--- config.mk ---
export PLATFORM = sky130hd
export DESIGN_NAME = uart_tx_frame
export DESIGN_NICKNAME = d
export VERILOG_FILES = /design/src/rtl/uart_pkg.sv /design/src/rtl/uart_baud_tick.sv /design/src/rtl/uart_tx_frame.sv
export SDC_FILE = /design/constraint.sdc
export NUM_CORES = 1
export LEC_CHECK = 0
export ABC_AREA = 1
export ABC_CLOCK_PERIOD_IN_PS = 1400
export CAP_MARGIN = 10
export CORE_MARGIN = 1
export CORE_UTILIZATION = 50
export DETAILED_ROUTE_END_ITERATION = 8
export GPL_TIMING_DRIVEN = 0
export PLACE_DENSITY = 0.75
export SYNTH_ARGS = -nofsm -noshare
export SYNTH_HDL_FRONTEND = slang
export SYNTH_SLANG_ARGS = --single-unit
--- constraint.sdc ---
create_clock -name clk -period 1.4 [get_ports clk]
set_input_delay 0.14 -clock clk [delete_from_list [all_inputs] [get_ports clk]]
set_output_delay 0.14 -clock clk [all_outputs]
set_load 0.01 [all_outputs]
--- src/rtl/uart_pkg.sv ---
// Shared definitions for the UART transmit path: FSM states, parity modes,
// and the parity helper used when a word is accepted.
package uart_pkg;

  typedef enum logic [2:0] {
    IDLE   = 3'd0,
    START  = 3'd1,
    DATA   = 3'd2,
    PARITY = 3'd3,
    STOP   = 3'd4
  } uart_state_t;

  localparam int PAR_NONE = 0;
  localparam int PAR_EVEN = 1;
  localparam int PAR_ODD  = 2;

  // Parity bit for a word of up to 9 bits; zero-extension does not change the XOR.
  function automatic logic parity_of(input logic [8:0] data, input int mode);
    logic p;
    p = ^data;
    case (mode)
      PAR_EVEN: return p;
      PAR_ODD:  return ~p;
      default:  return 1'b0;
    endcase
  endfunction

endpackage

--- src/rtl/uart_baud_tick.sv ---
// Bit-period counter: counts 0..CLKS_PER_BIT-1, wraps at the terminal value,
// and flags the last clock of each serial bit.
module uart_baud_tick #(
  parameter int CLKS_PER_BIT = 16,
  parameter int CNT_W        = $clog2(CLKS_PER_BIT)
) (
  input  logic             clk,
  input  logic             rst,
  input  logic             clr,
  output logic [CNT_W-1:0] count,
  output logic             bit_end
);

  logic [CNT_W-1:0] count_r;

  assign bit_end = (count_r == CNT_W'(CLKS_PER_BIT - 1));
  assign count   = count_r;

  // Advance the bit-period count; hold at zero while cleared, wrap after the last clock.
  always_ff @(posedge clk or posedge rst) begin
    if (rst) begin
      count_r <= '0;
    end else if (clr) begin
      count_r <= '0;
    end else if (bit_end) begin
      count_r <= '0;
    end else begin
      count_r <= count_r + CNT_W'(1);
    end
  end

endmodule

--- src/rtl/uart_tx_frame.sv ---
// UART transmitter: one word per valid/ready handshake, framed as
// start / data (LSB first) / optional parity / 1-2 stop bits.
// All outputs are registered from next-state values so the line is glitch-free.
module uart_tx_frame
  import uart_pkg::*;
#(
  parameter int DATA_W       = 8,
  parameter int CLKS_PER_BIT = 16,
  parameter int PARITY_MODE  = 1,
  parameter int STOP_BITS    = 1
) (
  input  logic              clk,
  input  logic              rst,
  input  logic [DATA_W-1:0] tx_data,
  input  logic              tx_valid,
  output logic              tx_ready,
  output logic              serial_out,
  output logic              busy,
  output logic              frame_done
);

  localparam int CNT_W = $clog2(CLKS_PER_BIT);
  localparam int IDX_W = $clog2(DATA_W);

  generate
    if (DATA_W < 5 || DATA_W > 9) begin : g_bad_width
      $error("uart_tx_frame: DATA_W must be 5..9");
    end
    if (CLKS_PER_BIT < 2) begin : g_bad_cpb
      $error("uart_tx_frame: CLKS_PER_BIT must be >= 2");
    end
    if (PARITY_MODE < 0 || PARITY_MODE > 2) begin : g_bad_parity
      $error("uart_tx_frame: PARITY_MODE must be 0, 1 or 2");
    end
    if (STOP_BITS < 1 || STOP_BITS > 2) begin : g_bad_stop
      $error("uart_tx_frame: STOP_BITS must be 1 or 2");
    end
  endgenerate

  uart_state_t       state_r, state_nxt_s;
  logic [DATA_W-1:0] shift_r, shift_nxt_s;
  logic              par_r, par_nxt_s;
  logic [IDX_W-1:0]  idx_r, idx_nxt_s;
  logic              serial_out_r, serial_nxt_s;
  logic              tx_ready_r, busy_r;
  logic              frame_done_r, frame_done_nxt_s;
  logic [CNT_W-1:0]  cnt_s;
  logic              bit_end_s;
  logic              clr_s;

  // The counter only runs inside a frame; every later state entry lands on a wrap.
  assign clr_s = (state_r == IDLE);

  uart_baud_tick #(
    .CLKS_PER_BIT (CLKS_PER_BIT),
    .CNT_W        (CNT_W)
  ) u_baud (
    .clk     (clk),
    .rst     (rst),
    .clr     (clr_s),
    .count   (cnt_s),
    .bit_end (bit_end_s)
  );

  // Next-state, shift/parity/index updates and next line level.
  always_comb begin
    state_nxt_s      = state_r;
    shift_nxt_s      = shift_r;
    par_nxt_s        = par_r;
    idx_nxt_s        = idx_r;
    serial_nxt_s     = 1'b1;
    frame_done_nxt_s = 1'b0;

    case (state_r)
      IDLE: begin
        if (tx_valid && tx_ready_r) begin
          state_nxt_s = START;
          shift_nxt_s = tx_data;
          par_nxt_s   = parity_of(9'(tx_data), PARITY_MODE);
          idx_nxt_s   = '0;
        end else begin
          state_nxt_s = IDLE;
        end
      end
      START: begin
        if (bit_end_s) begin
          state_nxt_s = DATA;
          idx_nxt_s   = '0;
        end else begin
          state_nxt_s = START;
        end
      end
      DATA: begin
        if (bit_end_s) begin
          shift_nxt_s = shift_r >> 1;
          if (idx_r == IDX_W'(DATA_W - 1)) begin
            state_nxt_s = (PARITY_MODE != PAR_NONE) ? PARITY : STOP;
            idx_nxt_s   = '0;
          end else begin
            idx_nxt_s   = idx_r + IDX_W'(1);
          end
        end else begin
          state_nxt_s = DATA;
        end
      end
      PARITY: begin
        if (bit_end_s) begin
          state_nxt_s = STOP;
          idx_nxt_s   = '0;
        end else begin
          state_nxt_s = PARITY;
        end
      end
      STOP: begin
        // Look one clock ahead so the registered pulse lands in the final stop clock.
        if ((idx_r == IDX_W'(STOP_BITS - 1)) && (cnt_s == CNT_W'(CLKS_PER_BIT - 2))) begin
          frame_done_nxt_s = 1'b1;
        end else begin
          frame_done_nxt_s = 1'b0;
        end
        if (bit_end_s) begin
          if (idx_r == IDX_W'(STOP_BITS - 1)) begin
            state_nxt_s = IDLE;
            idx_nxt_s   = '0;
          end else begin
            idx_nxt_s   = idx_r + IDX_W'(1);
          end
        end else begin
          state_nxt_s = STOP;
        end
      end
      default: begin
        state_nxt_s = IDLE;
        idx_nxt_s   = '0;
      end
    endcase

    case (state_nxt_s)
      START:   serial_nxt_s = 1'b0;
      DATA:    serial_nxt_s = shift_nxt_s[0];
      PARITY:  serial_nxt_s = par_nxt_s;
      default: serial_nxt_s = 1'b1;
    endcase
  end

  // State, datapath and output registers.
  always_ff @(posedge clk or posedge rst) begin
    if (rst) begin
      state_r      <= IDLE;
      shift_r      <= '0;
      par_r        <= 1'b0;
      idx_r        <= '0;
      serial_out_r <= 1'b1;
      tx_ready_r   <= 1'b1;
      busy_r       <= 1'b0;
      frame_done_r <= 1'b0;
    end else begin
      state_r      <= state_nxt_s;
      shift_r      <= shift_nxt_s;
      par_r        <= par_nxt_s;
      idx_r        <= idx_nxt_s;
      serial_out_r <= serial_nxt_s;
      tx_ready_r   <= (state_nxt_s == IDLE);
      busy_r       <= (state_nxt_s != IDLE);
      frame_done_r <= frame_done_nxt_s;
    end
  end

  assign tx_ready   = tx_ready_r;
  assign busy       = busy_r;
  assign serial_out = serial_out_r;
  assign frame_done = frame_done_r;

endmodule

### After elaboration in Yosys (flattened, before gate mapping)

Cells that the tools add are included.

| storage, ports and cells | value |
|---|---|
| bits of input ports | 11 |
| output and inout bits | 4 |
| logic and storage cells | 62 |
| register bits after elaboration | 23 |

| operators by class | value |
|---|---|
| reductions and logical operators | 11 |
| muxes and demuxes | 25 |
| equality and inequality tests | 14 |
| add/subtract/negate cells | 2 |

Operators by type and width:

| cell | number |
|---|---|
| $mux 3 | 11 |
| $mux 8 | 2 |
| $pmux 8 s2 | 1 |
| $pmux 3 s5 | 1 |
| $eq 3x2->1 const B | 4 |
| $pmux 3 s4 | 1 |
| $logic_not 3->1 | 3 |
| $reduce_xor 9->1 | 1 |
| $eq 4x4->1 const B | 2 |
| $mux 4 | 2 |
| $eq 3x1->1 const B | 2 |
| $eq 3x3->1 const B | 2 |
| $mux 1 | 5 |
| $add 4x1->4 const B | 1 |
| $ne 2x1->1 const B | 2 |
| $ne 2x2->1 const B | 2 |
| $reduce_and 4->1 | 1 |
| $add 3x1->3 const B | 1 |
| $pmux 1 s3 | 1 |
| $reduce_and 3->1 | 1 |
| $reduce_bool 3->1 | 1 |
| $logic_and 1x1->1 | 2 |
| $mux 2 | 1 |
| $reduce_bool 2->1 | 1 |
| $reduce_or 2->1 | 1 |

### Logic depth before layout (Yosys ltp)

Gate-level depths: netlist of the first run.

| depth | value |
|---|---|
| depth in word-level cells | 6 |
| mapped depth | 10 |

### Cells and area by module

A second synthesis of the first run with hierarchy kept.

| second synthesis, totals | value |
|---|---|
| cells, all modules | 179 |
| area total of the unflattened synthesis | 1421.4 µm² |

Modules (own cells, without submodules):

| module | cells an instance | instances | area each (µm²) |
|---|---|---|---|
| uart_tx_frame | 156 | 1 | 1228.7 |
| uart_baud_tick | 23 | 1 | 192.7 |

### Worst setup path before layout of the first run

Ideal clock, no wire load.

| timing | value |
|---|---|
| path kind | register to register |
| from | register u_baud.count_r[0] (netlist: u_baud.count[0]) |
| to | register busy_r (netlist: busy) |
| path buffers | 0 |
| arrival | 1.314 ns |
| clock period less this slack | 1.429 ns |
| setup time | 0.115 ns |
| data required time | 1.285 ns |
| stages on the path, launching flop included | 10 |
| slack | -0.029 ns |
| cells stage by stage | dfrtp_1 ha_1 nand3_4 clkinv_1 nand2_1 nor2_2 nor2_4 nand2_1 nor2_2 inv_2 |

| on the way | value |
|---|---|
| cells in the longest elaborated chain, start to end | 4 |
| elaborated cells on any way between the ends | 7 |

Ends and longest elaborated chain:

| what | RTL line | text |
|---|---|---|
| start, declared | uart_baud_tick.sv:14 | `logic [CNT_W-1:0] count_r;` |
| start signal, assigned | uart_baud_tick.sv:28 | `count_r <= count_r + CNT_W'(1);` |
| $eq 4x4->1 * | uart_baud_tick.sv:16 | `assign bit_end = (count_r == CNT_W'(CLKS_PER_BIT - 1));` |
| $mux 3 (tied with other cells) | uart_tx_frame.sv:121 | `if (bit_end_s) begin` |
| $pmux 3 s5 * | uart_tx_frame.sv:74 | `case (state_r)` |
| $reduce_bool 3->1 * | uart_tx_frame.sv:164 | `busy_r <= (state_nxt_s != IDLE);` |
| end signal, assigned | uart_tx_frame.sv:164 |  |
| end, declared | uart_tx_frame.sv:45 | `logic tx_ready_r, busy_r;` |

Mark *: on every way between the ends. The rest lies on a longest branch, timed or not.
A chain may end at the register's enable or synchronous reset.

### Final worst setup path of the first run

| timing | value |
|---|---|
| from | register u_baud.count_r[1] (netlist: u_baud.count[1]) |
| to | register busy_r (netlist: busy) |

Same word-level chain as after synthesis.

==> results.py, run 1 <==
metrics = {
    "run_status": {
        "status": "finished, violations left",
        "violations": "setup timing",
    },
    "routing": {
        "drcViolationCount": 0,
        "wl_per_cell_um": 12.5,
        "firstDrtPassIters": 4,
        "avgViaCountPerCell": 5.21,
        "drt_iter0_drc": 20,
        "drt-total-wl_um": 2960,
        "vias": 1235,
        "ant_nets": 0,
    },
    "setup_path": {
        "cp_common_cell": "nor2_4",
        "critPathTopFamily": "simple AND/OR/NAND/NOR gates",
        "path_max_fanout": 7,
        "required_ns": 1.62,
        "slowest_stage": "dfrtp_1",
        "critPathBufInv": 2,
        "cp-start-kind": "register",
        "r2r_slack_ns": -0.05,
        "path_cells": "ha_4, nand3_4, clkinv_4, nand2_4, nor2_4, nor2_4, nand2_2, nor2_4, inv_2",
        "worstPathArrival_ns": 1.67,
        "crit_type": "register to register",
        "crit_path_max_incr_delay_ns": 0.43,
        "critPathCaptureType": "register",
    },
    "pwr": {
        "ir_worst_vdd_uv": 553,
        "power_density_nw_per_um2": 608,
        "p_sw_frac": 0.234,
        "pwr-share-seq": 0.620,
        "p_int_uw": 821,
        "p_switching_uw": 250,
        "p_leak_nw": 0.934,
        "clkPwrFrac": 0.282,
        "comb_power_share": 0.098,
    },
    "yosys": {
        "netlist.top_cell.by_area": "dfrtp_1",
        "ys_seq_area_frac": 0.422,
        "synthDominantCellAreaShare": 0.384,
        "syn_avg_cell_area_um2": 7.83,
        "yosys_warnings": 0,
        "yosysUniqueCellTypes": 29,
        "synth_area_leaders": "dfrtp_1, nand2_1, inv_1",
        "synth_area_um2": 1370,
        "postSynthNetCount": 191,
        "ys_ff_latch": 23,
        "synthCells": 175,
    },
    "layout": {
        "syn2layout_area_growth_pct": 28.6,
        "design_area_um2": 1760,
        "final_cell_mix": "nand2_1, inv_1, dfrtp_1",
        "multi_input_area_um2": 752,
        "final_cells": 237,
        "final_common_cell": "nand2_1",
        "drive_above_1_share": 0.246,
        "antennaDiodeCount": 0,
        "nNetsFinal": 224,
        "final.fill_count": 188,
        "regArea_um2": 579,
    },
    "clock_tree": {
        "cts_root_buffer": "clkbuf_4",
        "clkLatencyLatePin_ns": 0.31,
        "clk_pin_slew_worst_paths_ns": 0.12,
        "clockBufferDepth": 2,
        "cts_tree": "yes",
        "cts.sinks": 23,
        "cts-hold-fix-buffers": 0,
        "numCtsBuffers": 3,
        "cts_htree_levels": 1,
    },
    "floorplanning": {
        "row_count": 18,
        "start_util": 0.543,
        "die_h_um": 54.3,
        "coreArea_um2": 2520,
        "die_x_um": 54.3,
        "pin_count": 15,
        "die_area_um2": 2950,
    },
    "timing": {
        "max_slew_margin": 0.428,
        "rsz0062_at_grt": "true",
        "final.period_utilization": 1.04,
        "min_period_ns": 1.45,
        "finalSetupViolCount": 4,
        "drv_slew": 0,
        "hold_viol": 0,
        "setup_slack_ns": -0.0492,
        "worstMarginPinSlew_ns": 0.856,
        "clock.fmax_mhz": 690,
        "clock_skew_ns": 0.00410,
    },
    "place": {
        "dpl-instance-area_um2": 1540,
        "gp_congestion": 0.814,
        "dpl_worst_slack_ns": -0.209,
        "hpwl_um": 2070,
        "place_inst": 218,
        "port_buffers": 13,
    },
    "flow_run": {
        "max-cap-violations": 0,
    },
    "grt": {
        "globalRouteOverflowTotal": 0,
        "grt_pass1_wl_um": 4710,
        "grt_usage": 0.225,
        "first_global_vias": 1138,
        "grt_max_degree": 24,
        "antenna_found_initial": 0,
    },
    "min_path": {
        "hp-class": "input port to register",
    },
}
==> metrics by stage <==
step           TNS [ns]  hold WS (ns)   util  power [mW]
3_5_place_dp     -0.690         0.471  0.611       0.781
5_1_grt          -0.686         0.192  0.698        1.12
4_1_cts         -0.0469         0.185  0.672        1.07
3_3_place_gp     -0.269         0.465  0.611       0.777
2_1_floorplan         0         0.140      -       0.736
6_report         -0.131         0.178  0.698        1.07
==> synth_stat cells <==
library cell	number
inv_2	1
o221ai_1	1
nor2_4	4
nor2_2	3
inv_1	28
and2_1	1
nand4_1	1
clkinv_1	1
o21ai_0	6
nand2_4	1
a21oi_1	2
o211ai_1	1
nand2_2	2
ha_1	5
or2_2	1
nand3_2	2
xnor2_1	2
o22ai_1	2
buf_2	1
nand2_1	54
xor2_1	2
nor3_1	1
dfstp_2	2
a22oi_1	5
dfrtp_1	21
nor2_1	14
a21oi_2	1
nand3_1	8
nand3_4	2
==> what timing repair did <==
item,CTS,global route
resized for setup,17,8
setup endpoints to repair,11,14
cloned,0,0
pin swaps,6,3
setup buffers,10,5
==> final cells by class <==
type	count	share of cell area
plain buffers	1	0.00284
multi-input cells	121	0.427
inverters	30	0.0668
repair buffers	28	0.138
well taps	30	0.0213
clock buffers	4	0.0149
flip-flops and latches	23	0.329
==> power by group through the flow <==
stage               Clock, mW  Sequential, mW  Combinational, mW
finish                  0.303           0.664              0.105
global route            0.333           0.665              0.120
CTS                     0.305           0.664              0.105
floorplan                   0           0.677             0.0592
detailed placement          0           0.677              0.104
global placement            0           0.677              0.100
==> state kept, by name, summed over array words and instances, names as in the netlist <==
| signal | count |
|---|---|
| u_baud.count | 4 |
| tx_ready | 1 |
| idx_r | 3 |
| busy | 1 |
| serial_out | 1 |
| frame_done | 1 |
| par_r | 1 |
| shift_r | 8 |
| state_r | 3 |
==> path summary, 6_finish.rpt <==
check / endpoint / startpoint / cells past startpoint
worst max-delay path: busy / u_baud.count[1] / 9
worst min-delay path: shift_r[2] / tx_data[2] / 3
worst max register to register: busy / u_baud.count[1] / 9
worst min register to register: shift_r[1] / shift_r[1] / 2
max in group asynchronous: state_r[2] / rst / 2
min in group asynchronous: shift_r[5] / rst / 2
==> worst min-delay path, stage by stage <==
cell and delay, ns:
buf_2 0.16, a22oi_1 0.11, nand2_1 0.06
==> logic make-up after synthesis <==
group,share of synthesized area
adder cells (fa/ha/maj),0.0457
AND/OR/NAND/NOR,0.337
buffers and inverters,0.0858
AO/OA/AOI/OAI,0.0840
XOR/XNOR,0.0256
flip-flops,0.422
==> per-layer routing <==
layer,part of all wire,global-route usage
met1,0.42,0.261
met4,0.016,0.0940
met5,0,0
met2,0.53,0.417
met3,0.034,0.0222
No activity file was read; power rests on OpenSTA's default activity.
==> run 2: changes to the inputs <==
Settings changed: CORE_ASPECT_RATIO from default to 1.75, GPL_ROUTABILITY_DRIVEN from default to 0.
==> results.py, run 2 (same netlist as run 1, synthesis figures left out) <==
metrics = {
    "layout": {
        "largest_reg_flops": 8,
        "antennaDiodeCount": 0,
        "drive_above_1_share": 0.276,
        "final.fill_count": 180,
        "top_register": "shift_r",
        "design_area_um2": 1750,
        "final_cell_mix": "nand2_1, inv_1, dfrtp_1",
        "syn2layout_area_growth_pct": 28.0,
        "final_common_cell": "nand2_1",
        "nNetsFinal": 216,
    },
    "setup_path": {
        "path_max_fanout": 5,
        "slowest_stage": "dfrtp_1",
        "critPathBufInv": 2,
        "crit_type": "register to register",
        "cp-start-kind": "register",
        "critPathCaptureType": "register",
        "worstPathArrival_ns": 1.62,
        "critPathTopFamily": "simple AND/OR/NAND/NOR gates",
        "required_ns": 1.57,
        "crit_path_max_incr_delay_ns": 0.36,
        "path_cells": "ha_2, nand3_4, buf_4, nor2_2, o22ai_2, nor2_4, inv_2",
    },
    "floorplanning": {
        "row_count": 24,
        "coreArea_um2": 2550,
        "pin_count": 15,
        "die_area_um2": 2960,
        "die_h_um": 71.3,
        "die_x_um": 41.6,
        "start_util": 0.537,
    },
    "timing": {
        "worstMarginPinSlew_ns": 0.834,
        "hold_viol": 0,
        "rsz0062_at_grt": "true",
        "drv_slew": 0,
        "clock.fmax_mhz": 687,
        "setup_slack_ns": -0.0565,
        "min_period_ns": 1.46,
        "max_slew_margin": 0.444,
        "finalSetupViolCount": 2,
        "final.period_utilization": 1.04,
        "clock_skew_ns": 0.00258,
    },
    "clock_tree": {
        "cts_root_buffer": "clkbuf_8",
        "cts_tree": "yes",
        "cts.sinks": 23,
        "clockBufferDepth": 2,
        "numCtsBuffers": 3,
        "cts_htree_levels": 1,
        "clkLatencyLatePin_ns": 0.26,
        "clk_pin_slew_worst_paths_ns": 0.08,
    },
    "routing": {
        "vias": 1218,
        "avgViaCountPerCell": 5.41,
        "ant_nets": 0,
        "wl_per_cell_um": 13.6,
        "drt_iter0_drc": 27,
        "firstDrtPassIters": 4,
        "drcViolationCount": 0,
        "drt-total-wl_um": 3070,
    },
    "grt": {
        "grt_pass1_wl_um": 4860,
        "grt_usage": 0.204,
        "globalRouteOverflowTotal": 0,
        "antenna_found_initial": 0,
        "first_global_vias": 1145,
        "grt_max_degree": 24,
    },
    "pwr": {
        "ir_worst_vdd_uv": 721,
        "power_density_nw_per_um2": 670,
        "p_leak_nw": 0.904,
    },
    "run_status": {
        "status": "finished, violations left",
        "violations": "setup timing",
    },
    "min_path": {
        "hp-class": "input port to register",
    },
    "place": {
        "hpwl_um": 2070,
        "dpl_worst_slack_ns": -0.153,
        "dpl-instance-area_um2": 1540,
        "port_buffers": 13,
    },
    "flow_run": {
        "max-cap-violations": 0,
    },
}
[run 2: power by group]
group | switching, mW | internal [mW] | total (mW)
Combinational | 0.0598 | 0.0451 | 0.105
Sequential | 0 | 0.664 | 0.664
Clock | 0.208 | 0.198 | 0.407
[run 2: tightest hold or removal path: cells and delay by family]
kind,cells,cell delay [ns]
simple gates,1,0.06
compound gates,1,0.12
buf+inv,1,0.17
[run 2: worst paths after layout]
kind                                   end  depth (start not counted)       startpoint  slack (ns)
hold / removal                  shift_r[2]                          3       tx_data[2]        0.26
setup reg to reg                      busy                          7  u_baud.count[0]       -0.06
min in group asynchronous  u_baud.count[3]                          2              rst        0.35
setup / recovery                      busy                          7  u_baud.count[0]       -0.06
max in group asynchronous       state_r[0]                          2              rst        0.48
hold reg to reg                 shift_r[1]                          2       shift_r[1]        0.48
[run 2: per-layer routing]
metal	wire length (um)	track usage	up-vias	part of all wire
met4	48	0.0609	0	0.016
met2	1800	0.394	26	0.59
met1	1140	0.235	592	0.37
met3	81	0.0101	6	0.026
met5	0	0	-	0
li1	-	-	594	-
[run 2: final cells by class]
| cell class | instances | area [um^2] | area share |
|---|---|---|---|
| Multi-Input combinational cell | 121 | 776 | 0.442 |
| Sequential cell | 23 | 581 | 0.331 |
| Timing Repair Buffer | 20 | 196 | 0.112 |
| Inverter | 30 | 118 | 0.0670 |
| Clock buffer | 3 | 41.3 | 0.0235 |
| Tap cell | 26 | 32.5 | 0.0185 |
| Clock inverter | 1 | 5.00 | 0.00285 |
| Buffer | 1 | 5.00 | 0.00285 |
[run 2: stage by stage]
step / utilization / TNS, ns / total power, mW / hold slack [ns] / cells
floorplan: - / 0 / 0.736 / 0.140 / 175
global placement: 0.601 / -0.227 / 0.778 / 0.463 / 214
detailed placement: 0.601 / -0.414 / 0.782 / 0.465 / 214
CTS: 0.652 / -0.0206 / 1.18 / 0.283 / 224
global route: 0.687 / -0.409 / 1.22 / 0.267 / 225
finish: 0.687 / -0.112 / 1.18 / 0.257 / 225
[run 2: what timing repair did]
action                     4_1_cts  5_1_grt
resized for setup               11       26
pin swaps                        6        9
hold buffers                     0        0
setup buffers                    6        1
setup endpoints to repair        8       13
